==> config.mk <==
export PLATFORM = sky130hd
export DESIGN_NAME = pipeline_hazard_ctrl_flat
export DESIGN_NICKNAME = d
export VERILOG_FILES = /design/src/rtl/hazard_pkg.sv /design/src/rtl/pipeline_hazard_ctrl_if.sv /design/src/rtl/hazard_sat_counter.sv /design/src/rtl/pipeline_hazard_ctrl.sv /design/src/flat_wrapper.sv
export SDC_FILE = /design/constraint.sdc
export NUM_CORES = 1
export LEC_CHECK = 0
export ABC_AREA = 0
export CAP_MARGIN = 20
export CORE_MARGIN = 2
export CORE_UTILIZATION = 32
export DETAILED_ROUTE_END_ITERATION = 16
export PLACE_DENSITY = 0.85
export SYNTH_ARGS = -nofsm -noshare
export SYNTH_HDL_FRONTEND = slang
export SYNTH_SLANG_ARGS = --single-unit
==> constraint.sdc <==
create_clock -name clk -period 2.22 [get_ports clk]
set_input_delay 0.222 -clock clk [delete_from_list [all_inputs] [get_ports clk]]
set_output_delay 0.222 -clock clk [all_outputs]
set_load 0.01 [all_outputs]
==> src/rtl/hazard_pkg.sv <==
// Shared encodings for the pipeline hazard controller: FSM state codes and the hardwired-zero register.
// Pure constants; no logic, no latency.
package hazard_pkg;

    localparam int CTRL_STATE_W = 2;

    localparam logic [CTRL_STATE_W-1:0] ST_RUN      = 2'd0;
    localparam logic [CTRL_STATE_W-1:0] ST_REDIRECT = 2'd1;
    localparam logic [CTRL_STATE_W-1:0] ST_FREEZE   = 2'd2;

    // R0 reads as zero, so a producer targeting it never creates a real dependency
    localparam int REG_ZERO = 0;

endpackage

==> src/rtl/pipeline_hazard_ctrl_if.sv <==
// Hazard controller bundle: pipeline status in, stall/flush controls and perf counters out.
// master = pipeline side, slave = controller side.
interface pipeline_hazard_ctrl_if #(
    parameter int REG_W = 3,
    parameter int CNT_W = 16
);
    import hazard_pkg::*;

    logic [REG_W-1:0]        id_rs1;
    logic [REG_W-1:0]        id_rs2;
    logic                    id_rs1_used;
    logic                    id_rs2_used;
    logic                    id_is_jump;
    logic                    ex_mem_read;
    logic [REG_W-1:0]        ex_rd;
    logic                    ex_branch_taken;
    logic                    mem_busy;

    logic                    pc_write;
    logic                    if_id_stall;
    logic                    if_id_flush;
    logic                    id_ex_flush;
    logic                    pipe_freeze;
    logic [CTRL_STATE_W-1:0] ctrl_state;
    logic [CNT_W-1:0]        stall_cnt;
    logic [CNT_W-1:0]        flush_cnt;

    modport master (
        output id_rs1, id_rs2, id_rs1_used, id_rs2_used, id_is_jump,
               ex_mem_read, ex_rd, ex_branch_taken, mem_busy,
        input  pc_write, if_id_stall, if_id_flush, id_ex_flush, pipe_freeze,
               ctrl_state, stall_cnt, flush_cnt
    );

    modport slave (
        input  id_rs1, id_rs2, id_rs1_used, id_rs2_used, id_is_jump,
               ex_mem_read, ex_rd, ex_branch_taken, mem_busy,
        output pc_write, if_id_stall, if_id_flush, id_ex_flush, pipe_freeze,
               ctrl_state, stall_cnt, flush_cnt
    );

endinterface

==> src/rtl/hazard_sat_counter.sv <==
// Event counter that saturates at all-ones; count updates one cycle after inc.
// No backpressure: inc is sampled every cycle.
module hazard_sat_counter #(
    parameter int CNT_W = 16
) (
    input  logic             inc,
    input  logic             clk,
    input  logic             rst,
    output logic [CNT_W-1:0] count
);

    always_ff @(posedge clk or posedge rst) begin
        if (rst) begin
            count <= '0;
        end else if (inc && (count != {CNT_W{1'b1}})) begin
            count <= count + 1'b1;
        end
    end

endmodule

==> src/rtl/pipeline_hazard_ctrl.sv <==
// Stall/flush controller: controls are combinational (same-cycle), FSM/counters registered; HAZARD_PERF_CNT_EN adds perf counters.
// mem_busy freezes the back end and holds IF/ID; nothing else is ever back-pressured.
module pipeline_hazard_ctrl
    import hazard_pkg::*;
#(
    parameter int REG_W        = 3,
    parameter int FLUSH_CYCLES = 1,
    parameter int CNT_W        = 16
) (
    input  logic                  clk,
    input  logic                  rst,
    pipeline_hazard_ctrl_if.slave hz
);

    localparam int                RCNT_W      = $clog2(FLUSH_CYCLES + 1);
    localparam logic [RCNT_W-1:0] RCNT_RELOAD = RCNT_W'(FLUSH_CYCLES - 1);
    localparam logic [RCNT_W-1:0] RCNT_ONE    = RCNT_W'(1);
    localparam bit                MULTI_FLUSH = (FLUSH_CYCLES > 1);

    logic [CTRL_STATE_W-1:0] state;
    logic [CTRL_STATE_W-1:0] state_nxt;
    logic [CTRL_STATE_W-1:0] resume;
    logic [CTRL_STATE_W-1:0] resume_nxt;
    logic [CTRL_STATE_W-1:0] eff_state;
    logic [RCNT_W-1:0]       rcnt;
    logic [RCNT_W-1:0]       rcnt_nxt;
    logic                    rs1_hit;
    logic                    rs2_hit;
    logic                    load_use;
    logic                    redirect_now;

    assign rs1_hit  = hz.id_rs1_used && (hz.id_rs1 == hz.ex_rd);
    assign rs2_hit  = hz.id_rs2_used && (hz.id_rs2 == hz.ex_rd);
    assign load_use = hz.ex_mem_read && (hz.ex_rd != REG_W'(REG_ZERO)) && (rs1_hit || rs2_hit);

    // Leaving FREEZE behaves exactly like the state that was interrupted
    assign eff_state    = (state == ST_FREEZE) ? resume : state;
    assign redirect_now = hz.ex_branch_taken || (eff_state == ST_REDIRECT);

    always_comb begin
        state_nxt  = state;
        resume_nxt = resume;
        rcnt_nxt   = rcnt;
        if (hz.mem_busy) begin
            state_nxt = ST_FREEZE;
            if (state != ST_FREEZE) begin
                resume_nxt = state;
            end
        end else if (hz.ex_branch_taken) begin
            if (MULTI_FLUSH) begin
                state_nxt = ST_REDIRECT;
                rcnt_nxt  = RCNT_RELOAD;
            end else begin
                state_nxt = ST_RUN;
            end
        end else if (eff_state == ST_REDIRECT) begin
            rcnt_nxt  = rcnt - RCNT_ONE;
            state_nxt = (rcnt == RCNT_ONE) ? ST_RUN : ST_REDIRECT;
        end else begin
            state_nxt = ST_RUN;
        end
    end

    always_ff @(posedge clk or posedge rst) begin
        if (rst) begin
            state  <= ST_RUN;
            resume <= ST_RUN;
            rcnt   <= '0;
        end else begin
            state  <= state_nxt;
            resume <= resume_nxt;
            rcnt   <= rcnt_nxt;
        end
    end

    always_comb begin
        hz.pc_write    = 1'b0;
        hz.if_id_stall = 1'b0;
        hz.if_id_flush = 1'b0;
        hz.id_ex_flush = 1'b0;
        hz.pipe_freeze = 1'b0;
        if (!rst) begin
            if (hz.mem_busy) begin
                hz.if_id_stall = 1'b1;
                hz.pipe_freeze = 1'b1;
            end else if (redirect_now) begin
                hz.pc_write    = 1'b1;
                hz.if_id_flush = 1'b1;
                hz.id_ex_flush = 1'b1;
            end else if (load_use) begin
                // The bubble moves the load out of EX, so the hazard self-clears next cycle
                hz.if_id_stall = 1'b1;
                hz.id_ex_flush = 1'b1;
            end else if (hz.id_is_jump) begin
                hz.pc_write    = 1'b1;
                hz.if_id_flush = 1'b1;
            end else begin
                hz.pc_write    = 1'b1;
            end
        end
    end

    assign hz.ctrl_state = state;

`ifdef HAZARD_PERF_CNT_EN
    hazard_sat_counter #(.CNT_W(CNT_W)) u_stall_cnt (
        .inc   (hz.if_id_stall),
        .clk   (clk),
        .rst   (rst),
        .count (hz.stall_cnt)
    );

    hazard_sat_counter #(.CNT_W(CNT_W)) u_flush_cnt (
        .inc   (hz.if_id_flush),
        .clk   (clk),
        .rst   (rst),
        .count (hz.flush_cnt)
    );
`else
    assign hz.stall_cnt = {CNT_W{1'b0}};
    assign hz.flush_cnt = {CNT_W{1'b0}};
`endif

endmodule

==> src/flat_wrapper.sv <==
// flat-port wrapper written by rule: the top's interface ports become plain ports
module pipeline_hazard_ctrl_flat import hazard_pkg::*;
#(
    parameter int REG_W        = 3,
    parameter int FLUSH_CYCLES = 1,
    parameter int CNT_W        = 16
)
  (clk, rst, hz_id_rs1, hz_id_rs2, hz_id_rs1_used, hz_id_rs2_used, hz_id_is_jump, hz_ex_mem_read, hz_ex_rd, hz_ex_branch_taken, hz_mem_busy, hz_pc_write, hz_if_id_stall, hz_if_id_flush, hz_id_ex_flush, hz_pipe_freeze, hz_ctrl_state, hz_stall_cnt, hz_flush_cnt);
  pipeline_hazard_ctrl_if #(.REG_W(REG_W), .CNT_W(CNT_W)) hz_i ();
  input  logic clk;
  input  logic rst;
  input wire logic [$bits(hz_i.id_rs1)-1:0] hz_id_rs1;
  input wire logic [$bits(hz_i.id_rs2)-1:0] hz_id_rs2;
  input wire logic [$bits(hz_i.id_rs1_used)-1:0] hz_id_rs1_used;
  input wire logic [$bits(hz_i.id_rs2_used)-1:0] hz_id_rs2_used;
  input wire logic [$bits(hz_i.id_is_jump)-1:0] hz_id_is_jump;
  input wire logic [$bits(hz_i.ex_mem_read)-1:0] hz_ex_mem_read;
  input wire logic [$bits(hz_i.ex_rd)-1:0] hz_ex_rd;
  input wire logic [$bits(hz_i.ex_branch_taken)-1:0] hz_ex_branch_taken;
  input wire logic [$bits(hz_i.mem_busy)-1:0] hz_mem_busy;
  output wire logic [$bits(hz_i.pc_write)-1:0] hz_pc_write;
  output wire logic [$bits(hz_i.if_id_stall)-1:0] hz_if_id_stall;
  output wire logic [$bits(hz_i.if_id_flush)-1:0] hz_if_id_flush;
  output wire logic [$bits(hz_i.id_ex_flush)-1:0] hz_id_ex_flush;
  output wire logic [$bits(hz_i.pipe_freeze)-1:0] hz_pipe_freeze;
  output wire logic [$bits(hz_i.ctrl_state)-1:0] hz_ctrl_state;
  output wire logic [$bits(hz_i.stall_cnt)-1:0] hz_stall_cnt;
  output wire logic [$bits(hz_i.flush_cnt)-1:0] hz_flush_cnt;
  assign hz_i.id_rs1 = hz_id_rs1;
  assign hz_i.id_rs2 = hz_id_rs2;
  assign hz_i.id_rs1_used = hz_id_rs1_used;
  assign hz_i.id_rs2_used = hz_id_rs2_used;
  assign hz_i.id_is_jump = hz_id_is_jump;
  assign hz_i.ex_mem_read = hz_ex_mem_read;
  assign hz_i.ex_rd = hz_ex_rd;
  assign hz_i.ex_branch_taken = hz_ex_branch_taken;
  assign hz_i.mem_busy = hz_mem_busy;
  assign hz_pc_write = hz_i.pc_write;
  assign hz_if_id_stall = hz_i.if_id_stall;
  assign hz_if_id_flush = hz_i.if_id_flush;
  assign hz_id_ex_flush = hz_i.id_ex_flush;
  assign hz_pipe_freeze = hz_i.pipe_freeze;
  assign hz_ctrl_state = hz_i.ctrl_state;
  assign hz_stall_cnt = hz_i.stall_cnt;
  assign hz_flush_cnt = hz_i.flush_cnt;
  pipeline_hazard_ctrl #(.REG_W(REG_W), .FLUSH_CYCLES(FLUSH_CYCLES), .CNT_W(CNT_W)) u_core (.clk(clk), .rst(rst), .hz(hz_i));
endmodule
==> reports/results.txt <==
Cells after Synth: 69
Most common cell on crit path: clkdlybuf4s50_1
Clk_lat worst skew: 240 ps
Post-synthesis register bit count: 5
Diode count: 0
Pleak: 0.3736 nW
Antenna-violating nets left: 0
Placeable core area: 1727 µm²
Via count: 470
Status: finished clean
Avg Vias per Cell: 3.917
Post-layout min period: 2098 ps
Routed wire length: 1093 µm
Clk slew on worst S/H paths: 40 ps
Hold crit path type: in -> async
Delay-heaviest family, CP: buffers and inverters
CP Max Fanout: 4
Top-area cell type share of the netlist area: 0.4059
Critical Path End Type: primary output
Final Max Tran Viols: 0
Initial antenna violation count: 0
Hold_buf cts: 0
Arrival time of the worst setup path: 1880 ps
Fin crit share: 0.9449
Area contributors post-synth: buf_4, dfrtp_1, xnor2_1, and4bb_4, a21oi_1
Critical Path, Cell by Cell: clkdlybuf4s50_1 -> xnor2_1 -> nand4_1 -> a21oi_2 -> a31o_2 -> clkdlybuf4s50_1
Num CTS Buffers: 3
Total of max-cap violations: 0
1st-pass router iterations: 2
Clk sinks: 5
R2r startpoint: u_core.hz.ctrl_state[0]
Mapped Area: 591.8 µm²
Initial Util: 0.3428
Top-level port count: 56
Wire per inst: 9.108 µm
Final setup vio count: 0
Final GP Congestion: 0.7500
F_max: 0.4767 GHz
H-tree depth: 1
Global-route wire length before repair: 1656 µm
Type of origin of the critical path: input pin
Critical path buffers and inverters: 2
Final core occ: 0.4471
# fillers: 175
Critical Path RT: 2000 ps
Avg Cell Area, Syn: 8.577 µm²
Post-DP HPWL: 956.8 µm
TritonCTS clock tree: done
Setup CP Type: in -> out
Critical Path Start: hz_id_rs1[0]
Die ar.: 2209 µm²
Grt ovf: 0
Worst setup margin: 122.2 ps
CP max-delay cell: clkdlybuf4s50_1
Horiz. Die Dim: 47.01 µm
CTS max path bufs: 2
TNS Setup: 0 ps
Fraction of layout cells with a size suffix above 1: 0.09474
Pwr Total: 0.3063 mW
Die Ht: 47.01 µm
R2r setup slk: 990 ps
Row cnt: 15
CP peak stage delay: 530 ps
Vias in the first global route: 422
P per Cell Area: 396.7 nW/µm²
Sequential area share after synthesis: 0.2114
Worst slack, placed: 37.77 ps
DRC: 0
Root buf cell: clkbuf_4
Synth area leader: buf_4
RSZ-0062 raised after global routing: false
P&R area growth vs syn: 30.44%
Yosys Warn Count: 0
Reg2reg end: u_core.rcnt
Worst VDD drop: 0.2686 mV
Initial DRC count: 1
Nets: 113
Input/output buffers: 23
Largest net degree at the start of global routing: 8
Final hold vios: 0
Netlist cell types: 23
Worst R2R Path Depth: 4
Worst Clk Skew: 1.216 ps
All-Layer GR Usage: 0.1084
## power breakdown
group | total, mW | leakage (nW) | internal, mW | switching [mW]
logic | 0.102 | 0.292 | 0.0490 | 0.0529
registers | 0.0981 | 0.0662 | 0.0953 | 0.00281
clock network | 0.106 | 0.0150 | 0.0680 | 0.0383
## Yosys cell counts, drive strengths merged
cell type / instances
a31o: 1
o31ai: 1
o41ai: 1
dfrtp: 5
nor2b: 2
clkbuf: 1
inv: 2
nand4: 2
a22o: 1
a21oi: 4
nor2: 2
and4bb: 1
o41a: 1
xnor2: 6
xor2: 1
nor3: 2
conb: 1
nor4: 1
nand2: 1
buf: 32
a21boi: 1
## worst max-delay path by stage
| stage | end | cells past startpoint | slack (ps) |
|---|---|---|---|
| global route | hz_if_id_stall | 6 | 20 |
| detailed placement | hz_if_id_stall | 6 | 40 |
| CTS | hz_if_id_stall | 6 | 30 |
| global placement | hz_if_id_stall | 6 | 90 |
| finish | hz_if_id_stall | 6 | 120 |
| floorplan | hz_pc_write | 3 | 880 |
## cell type report
class                      instances  area, µm²  share of cell area
multi-input combinational         60      336.6              0.4360
timing repair buffer              24      245.2              0.3177
sequential                         5      125.1              0.1621
tap                               25      31.28             0.04052
inverter                           2      7.507            0.009724
clock buffer                       4      26.28             0.03404
## logic make-up (layout without fill, tap and decap cells)
kind of cell	Yosys count	count (layout)	synth area share
other	1	32	0.006336
buffers and inverters	35	30	0.4249
AOI/OAI and AO/OA	10	10	0.1290
and+or+nand+nor	11	11	0.1247
xor gates and xnor gates	7	7	0.1036
DFF	5	5	0.2114
## registers in the layout (all words and copies together), names as in the netlist
name / count
u_core.rcnt: 1
u_core.resume: 2
u_core.hz.ctrl_state: 2
## timing repair
item | 4_1_cts | 5_1_grt
gates resized for setup | 0 | 4
buffers inserted | 0 | 0
endpoints found under the setup margin | 0 | 2
## metal layers
layer	GRT usage	wire length (µm)
met1	0.1262	417
met2	0.1781	518
met3	0.06154	157
met4	0.01667	0
met5	0	0
## per-stage QoR
step / hold WS (ps) / area, µm² / cells
floorplan: 8.938 / 708.2 / 100
global placement: 439.9 / 733.2 / 116
detailed placement: 447.6 / 733.2 / 116
CTS: 248.3 / 759.5 / 120
global route: 264.2 / 772.0 / 120
finish: 247.8 / 772.0 / 120
## layout by cell type, fill, tap and decap left out, types with 3 or more instances in the layout
cell	synthesis	routed
conb_1	1	32
clkdlybuf4s50_1	0	20
xnor2_1	6	6
dfrtp_1	5	5
a21oi_1	3	3
clkbuf_4	0	3
dlymetal6s2s_1	0	3
## worst register-to-register path: stages (launching register included)
cell	delay, ps
dfrtp_1	390
nor2b_1	350
nor2_1	110
nor3_2	140
xor2_1	170
Note: power is estimated with default switching activity, not from simulation.
